$ cat src/rtl/spike_rate_encoder.sv
// Rate-coding front end: latches one frame of pixel intensities, then emits
// WINDOW timesteps of per-channel Bernoulli spikes driven by 16-bit LFSRs.
module spike_rate_encoder #(
    parameter int unsigned INPUTNUM = 10,
    parameter int unsigned PIX_W    = 8,
    parameter int unsigned WINDOW   = 16,
    parameter logic [15:0] SEED     = 16'hACE1
) (
    input  logic                      clk,
    input  logic                      rst_n,
    input  logic                      en,
    input  logic                      abort,
    input  logic                      pix_valid,
    output logic                      pix_ready,
    input  logic [INPUTNUM*PIX_W-1:0] pix_data,
    output logic [INPUTNUM-1:0]       spikes_out,
    output logic                      spike_valid,
    output logic                      frame_done,
    output logic                      busy
);
    localparam int unsigned    SCW       = $clog2(WINDOW + 1);
    localparam logic [SCW-1:0] LAST_STEP = SCW'(WINDOW - 1);

    typedef enum logic {S_IDLE, S_RUN} state_t;

    state_t                    r_state;
    logic [INPUTNUM*PIX_W-1:0] r_pix;
    logic [SCW-1:0]            r_step;
    logic [15:0]               r_lfsr [INPUTNUM];
    logic [INPUTNUM-1:0]       r_spikes;
    logic                      r_spike_valid;
    logic                      r_frame_done;
    logic                      r_pix_ready;
    logic                      r_busy;

    logic [15:0]               w_lfsr_nxt [INPUTNUM];
    logic [INPUTNUM-1:0]       w_spk;

    // A seed that would collapse to zero locks the LFSR, so substitute 1.
    function automatic logic [15:0] seed_of(input int unsigned j);
        logic [15:0] s;
        s = SEED ^ 16'(j);
        return (s == 16'h0000) ? 16'h0001 : s;
    endfunction

    for (genvar g = 0; g < INPUTNUM; g++) begin : g_ch
        logic [PIX_W-1:0] w_pix;
        logic [PIX_W-1:0] w_rnd;
        assign w_pix          = r_pix[g*PIX_W +: PIX_W];
        assign w_rnd          = r_lfsr[g][15 -: PIX_W];
        assign w_spk[g]       = (w_pix == '1) || (w_rnd < w_pix);
        assign w_lfsr_nxt[g]  = {r_lfsr[g][14:0],
                                 r_lfsr[g][15] ^ r_lfsr[g][13] ^ r_lfsr[g][12] ^ r_lfsr[g][10]};
    end

    always_ff @(posedge clk or negedge rst_n) begin
        if (!rst_n) begin
            r_state       <= S_IDLE;
            r_pix         <= '0;
            r_step        <= '0;
            r_spikes      <= '0;
            r_spike_valid <= 1'b0;
            r_frame_done  <= 1'b0;
            r_pix_ready   <= 1'b1;
            r_busy        <= 1'b0;
            for (int unsigned j = 0; j < INPUTNUM; j++) begin
                r_lfsr[j] <= seed_of(j);
            end
        end else begin
            r_spikes      <= '0;
            r_spike_valid <= 1'b0;
            r_frame_done  <= 1'b0;
            case (r_state)
                S_IDLE: begin
                    if (pix_valid) begin
                        r_pix       <= pix_data;
                        r_step      <= '0;
                        r_state     <= S_RUN;
                        r_pix_ready <= 1'b0;
                        r_busy      <= 1'b1;
                    end
                end
                S_RUN: begin
                    if (abort) begin
                        r_state     <= S_IDLE;
                        r_pix_ready <= 1'b1;
                        r_busy      <= 1'b0;
                    end else if (en) begin
                        r_spikes      <= w_spk;
                        r_spike_valid <= 1'b1;
                        r_step        <= r_step + 1'b1;
                        for (int unsigned j = 0; j < INPUTNUM; j++) begin
                            r_lfsr[j] <= w_lfsr_nxt[j];
                        end
                        if (r_step == LAST_STEP) begin
                            r_frame_done <= 1'b1;
                            r_state      <= S_IDLE;
                            r_pix_ready  <= 1'b1;
                            r_busy       <= 1'b0;
                        end
                    end
                end
                default: begin
                    r_state     <= S_IDLE;
                    r_pix_ready <= 1'b1;
                    r_busy      <= 1'b0;
                end
            endcase
        end
    end

    assign spikes_out  = r_spikes;
    assign spike_valid = r_spike_valid;
    assign frame_done  = r_frame_done;
    assign pix_ready   = r_pix_ready;
    assign busy        = r_busy;
endmodule

$ cat config.mk
export PLATFORM = sky130hd
export DESIGN_NAME = spike_rate_encoder
export DESIGN_NICKNAME = d
export VERILOG_FILES = /design/src/rtl/spike_rate_encoder.sv
export SDC_FILE = /design/constraint.sdc
export NUM_CORES = 1
export LEC_CHECK = 0
export ABC_AREA = 1
export CAP_MARGIN = 20
export CORE_MARGIN = 2
export CORE_UTILIZATION = 55
export DETAILED_ROUTE_END_ITERATION = 12
export PLACE_DENSITY = 0.76
export SLEW_MARGIN = 20
export SYNTH_ARGS = -nofsm -noshare
export SYNTH_HDL_FRONTEND = slang
export SYNTH_SLANG_ARGS = --single-unit
$ cat constraint.sdc
create_clock -name clk -period 1.85 [get_ports clk]
set_input_delay 0.2775 -clock clk [delete_from_list [all_inputs] [get_ports clk]]
set_output_delay 0.2775 -clock clk [all_outputs]
set_load 0.02 [all_outputs]
==> impl_metrics.env, run 1 <==
export IMPL_status="complete, no violations"
export IMPL_io_buffers=98
export IMPL_reg2reg_depth=9
export IMPL_grt_max_degree=115
export IMPL_hold_viol=0
export IMPL_grt_pass1_vias=8623
export IMPL_grtUsageTotal=0.201
export IMPL_yosysWarnings=0
export IMPL_drv_slew=0
export IMPL_design_area_um2=14200
export IMPL_grt_pass1_wl_um=40000
export IMPL_first_pass_iters=5
export IMPL_clockRootBuffer="clkbuf_16"
export IMPL_slew_headroom=0.636
export IMPL_fin_util=0.658
export IMPL_finalSetupViolCount=0
export IMPL_cp_cell_sequence="clkdlybuf4s50_1"
export IMPL_critPathArrivalTime_ns=1.49
export IMPL_layoutNonFillerInstCount=1781
export IMPL_drv_cap=0
export IMPL_syn_cell_area_um2=12000
export IMPL_final_setup_tns_ns=0
export IMPL_antenna_found_initial=0
export IMPL_synth_nets=1542
export IMPL_seq_area_frac_synth=0.550
export IMPL_synth_seq_cells=260
export IMPL_antenna_left=0
export IMPL_die_w_um=152
export IMPL_initial_utilization=0.556
export IMPL_hpwlAfterDp_um=15300
export IMPL_cts_tree="done"
export IMPL_r2r_start="r_step[0]"
export IMPL_path_clk_slew_ns=0.06
export IMPL_crit_fanout=1
export IMPL_numClockSinks=260
export IMPL_dieArea_um2=23000
export IMPL_path_class="reg2out"
export IMPL_crit_path_top_delay_cell="clkdlybuf4s50_1"
export IMPL_layout_commonest_cell="nand2_1"
export IMPL_fp_row_count=54
export IMPL_critical_path_top_delay_family="buffers and inverters"
export IMPL_placed_cells=1728
export IMPL_hold_class="in2async"
export IMPL_avgSynthCellArea_um2=8.68
export IMPL_core_um2=21600
export IMPL_n_antenna_cell=0
export IMPL_drc=0
export IMPL_cts_path_max_buffers=3
export IMPL_clock_latency_ns=0.53
export IMPL_final_cell_mix="nand2_1, dfrtp_1, inv_1"
export IMPL_synth_cell_type_count=25
export IMPL_htreeDepth=1
export IMPL_tightest_slew_ns=0.540
export IMPL_routedWlPerCell_um=12.8
export IMPL_p_leak_nw=7.23
export IMPL_cpPeakStageDelay_ns=0.61
export IMPL_critPathBufInv=1
export IMPL_ir_drop_mv=0.867
export IMPL_finClkSkew_ns=0.00991
export IMPL_wl_um=22800
export IMPL_die_h_um=152
export IMPL_worst_r2r_endpoint="pix_ready"
export IMPL_rrSetupSlack_ns=0.24
export IMPL_final_nets=1636
export IMPL_power_mw=19.1
export IMPL_cts_buffers=28
export IMPL_ioPinCount=99
export IMPL_required_ns=1.57
export IMPL_synthCells=1385
export IMPL_start_kind="flip-flop"
export IMPL_rsz0062_at_grt="no"
export IMPL_viasPerCell=4.91
export IMPL_layout_min_cycle_time_ns=1.77
export IMPL_gp_congestion=0.792
export IMPL_dpl_cell_area_um2=13300
export IMPL_clock_fmax_ghz=0.566
export IMPL_power_per_cell_area_nw_per_um2=1340
export IMPL_end_kind="output pin"
export IMPL_grt_overflow=0
export IMPL_drt_iter0_markers=512
export IMPL_synthToLayoutAreaGrowth_pct=18.4
export IMPL_vias=8743
export IMPL_min_period_over_period=0.955
export IMPL_layout_drive_gt1_share=0.112
worst max-delay path by stage:
stage                              from                to  slack, ns  cells past startpoint
after floorplan               r_step[0]         pix_ready       0.54                      9
after global placement            abort       r_lfsr[128]       0.12                      7
after detailed placement          abort  g_ch[2].w_rnd[6]       0.07                      7
after CTS                    frame_done        frame_done      0.004                      1
after global routing          r_step[0]         pix_ready       0.02                      8
final                     spikes_out[8]     spikes_out[8]       0.08                      1
state kept, by name, indices dropped and copies added, names as in the netlist:
name,flops
r_state,1
r_lfsr,80
spike_valid,1
frame_done,1
r_step,5
spikes_out,10
busy,1
pix_ready,1
g_ch.w_rnd,80
r_pix,80
kinds of logic after synthesis:
| kind of cell | after synthesis | synth area share |
|---|---|---|
| AOI/OAI and AO/OA | 163 | 0.0684 |
| adders and majority gates | 72 | 0.0750 |
| buffers and inverters | 184 | 0.0674 |
| xor gates and xnor gates | 20 | 0.0146 |
| DFF | 260 | 0.550 |
| and+or+nand+nor | 686 | 0.224 |
stage by stage:
step | setup slack (ns) | hold slack [ns]
final | 0.0833 | 0.263
after global routing | 0.0163 | 0.286
after CTS | 0.00448 | 0.268
after detailed placement | 0.0686 | 0.246
after global placement | 0.116 | 0.252
after floorplan | 0.545 | -0.0181
cells in the mapped netlist, drive strengths merged:
master	number	area [um2]
buf	41	270
nand4	5	31.3
dfrtp	174	4350
nand2	603	2280
nor3	22	110
a21oi	32	160
xor2	20	175
clkbuf	12	45.0
o21a	2	15.0
o22ai	1	6.26
inv	131	494
nand3	17	85.1
dfstp	86	2260
nor4	5	31.3
o21ai	128	641
or2	10	62.6
nor2	24	97.6
ha	72	901
per-layer routing:
| layer | part of all wire | track usage |
|---|---|---|
| met5 | 0 | 0 |
| met1 | 0.48 | 0.283 |
| met3 | 0.029 | 0.0282 |
| met2 | 0.47 | 0.336 |
| met4 | 0.017 | 0.0481 |
where the power goes:
group	switching (mW)	internal (mW)
registers	1.11	7.89
logic	2.62	2.02
clock network	2.24	3.25
total	5.97	13.2
timing repair:
| item | CTS | global route |
|---|---|---|
| pin swaps | 0 | 0 |
| setup buffers | 0 | 0 |
| hold buffers | 1 | 0 |
| resized for setup | 1 | 2 |
| endpoints found under the setup margin | 1 | 2 |
| endpoints found under the hold margin | 39 | 0 |
cell type report:
cell class / count / area (um2)
repair buffers: 117 / 1250
well taps: 280 / 350
fillers: 1750 / 7390
clock buffers: 40 / 827
multi-input cells: 941 / 4590
clock inverters: 12 / 104
inverters: 131 / 497
flip-flops and latches: 260 / 6610
(Power assumes the default switching activity.)
==> inputs of run 2 (changes only) <==
==> constraint.sdc (replaced) <==
create_clock -name clk -period 1.8 [get_ports clk]
set_input_delay 0.27 -clock clk [delete_from_list [all_inputs] [get_ports clk]]
set_output_delay 0.27 -clock clk [all_outputs]
set_load 0.02 [all_outputs]
==> impl_metrics.env, run 2 (synthesis gave the netlist of run 1 again) <==
export IMPL_layout_commonest_cell="nand2_1"
export IMPL_critPathArrivalTime_ns=1.48
export IMPL_critPathBufInv=1
export IMPL_power_mw=19.9
export IMPL_vias=8935
export IMPL_clock_fmax_ghz=0.571
export IMPL_numClockSinks=260
export IMPL_grtUsageTotal=0.206
export IMPL_p_sw_frac=0.306
export IMPL_rrSetupSlack_ns=0.15
export IMPL_path_class="reg2out"
export IMPL_dpl_cell_area_um2=13400
export IMPL_grt_pass1_vias=8894
export IMPL_fp_row_count=54
export IMPL_reg2reg_depth=9
export IMPL_io_buffers=98
export IMPL_slew_headroom=0.629
export IMPL_layout_min_cycle_time_ns=1.75
export IMPL_crit_fanout=1
export IMPL_routedWlPerCell_um=13.0
export IMPL_clock_power_share=0.293
export IMPL_drv_slew=0
export IMPL_worst_r2r_endpoint="pix_ready"
export IMPL_power_per_cell_area_nw_per_um2=1390
export IMPL_grt_max_degree=72
export IMPL_ir_drop_mv=0.688
export IMPL_start_kind="flip-flop"
export IMPL_fin_util=0.665
export IMPL_core_um2=21600
export IMPL_cpPeakStageDelay_ns=0.61
export IMPL_wl_um=23200
export IMPL_htreeDepth=1
export IMPL_path_clk_slew_ns=0.06
export IMPL_drv_cap=0
export IMPL_final_cell_mix="nand2_1, dfrtp_1, inv_1"
export IMPL_finClkSkew_ns=0.0124
export IMPL_end_kind="output pin"
export IMPL_p_sw_mw=6.09
export IMPL_grt_overflow=0
export IMPL_clockRootBuffer="clkbuf_16"
export IMPL_antenna_found_initial=0
export IMPL_r2r_start="r_step[0]"
export IMPL_fill_cells=1674
export IMPL_viasPerCell=5.01
export IMPL_internal_power_mw=13.8
export IMPL_die_w_um=152
export IMPL_design_area_um2=14400
export IMPL_required_ns=1.53
export IMPL_whs_ns=0.219
export IMPL_min_period_over_period=0.974
export IMPL_drc=0
export IMPL_cp_cell_sequence="clkdlybuf4s50_1"
export IMPL_seqPwrFrac=0.465
export IMPL_cts_tree="done"
export IMPL_final_nets=1641
export IMPL_status="complete, no violations"
export IMPL_final_setup_tns_ns=0
export IMPL_cts_path_max_buffers=3
export IMPL_crit_path_top_delay_cell="clkdlybuf4s50_1"
export IMPL_p_leak_nw=7.30
export IMPL_antenna_left=0
export IMPL_hold_viol=0
export IMPL_gp_congestion=0.785
export IMPL_grt_pass1_wl_um=40900
export IMPL_first_pass_iters=5
export IMPL_drt_iter0_markers=504
export IMPL_finalSetupViolCount=0
export IMPL_hpwlAfterDp_um=15500
export IMPL_critical_path_top_delay_family="buffers and inverters"
export IMPL_dieArea_um2=23000
export IMPL_cts_setup_buffers=0
export IMPL_clock_latency_ns=0.52
export IMPL_n_antenna_cell=0
export IMPL_initial_utilization=0.556
export IMPL_die_h_um=152
export IMPL_layout_drive_gt1_share=0.113
export IMPL_cts_buffers=27
export IMPL_combPwrFrac=0.242
export IMPL_hold_class="in2async"
export IMPL_synthToLayoutAreaGrowth_pct=19.6
export IMPL_ioPinCount=99
export IMPL_tightest_slew_ns=0.551
export IMPL_rsz0062_at_grt="no"
## run 2: how the worst max path moves through the flow
stage,endpoint,slack [ns],depth (start not counted),start
2_1_floorplan,pix_ready,0.49,9,r_step[0]
3_3_place_gp,r_step[2],0.14,7,abort
3_5_place_dp,r_step[2],0.08,7,abort
4_1_cts,busy,0.004,1,busy
5_1_grt,spikes_out[3],0.005,1,spikes_out[3]
6_report,spikes_out[0],0.05,1,spikes_out[0]
## run 2: power groups by stage
stage	Sequential, mW	Clock [mW]	Combinational (mW)
after floorplan	9.04	0	3.56
after global placement	9.28	0	4.52
after detailed placement	9.32	0	4.83
after CTS	9.27	5.95	4.90
after global routing	9.52	6.19	5.72
final	9.28	5.84	4.83
## run 2: per-stage QoR
step / setup slack (ns) / std cells
final: 0.0475 / 1784
after CTS: 0.00422 / 1784
after detailed placement: 0.0761 / 1734
after floorplan: 0.495 / 1385
after global placement: 0.139 / 1734
after global routing: 0.00474 / 1784
## run 2: layout make-up
type	count	area, um2	share of cell area
clock buffers	40	795	0.0553
clock inverters	9	148	0.0103
inverters	131	497	0.0346
multi-input cells	941	4590	0.320
flip-flops and latches	260	6610	0.460
well taps	280	350	0.0244
repair buffers	123	1380	0.0958
## run 2: per-layer routing
metal	track usage	routed length [um]	vias up
met5	0	0	-
met4	0.0530	350	0
met3	0.0294	745	29
met2	0.340	11200	122
met1	0.289	11000	4269
li1	-	-	4515
## run 2: timing repair
item | 4_1_cts | 5_1_grt
resized for setup | 2 | 2
cloned | 0 | 0
endpoints found under the setup margin | 2 | 2
hold endpoints to repair | 118 | 0
hold buffers | 1 | 0
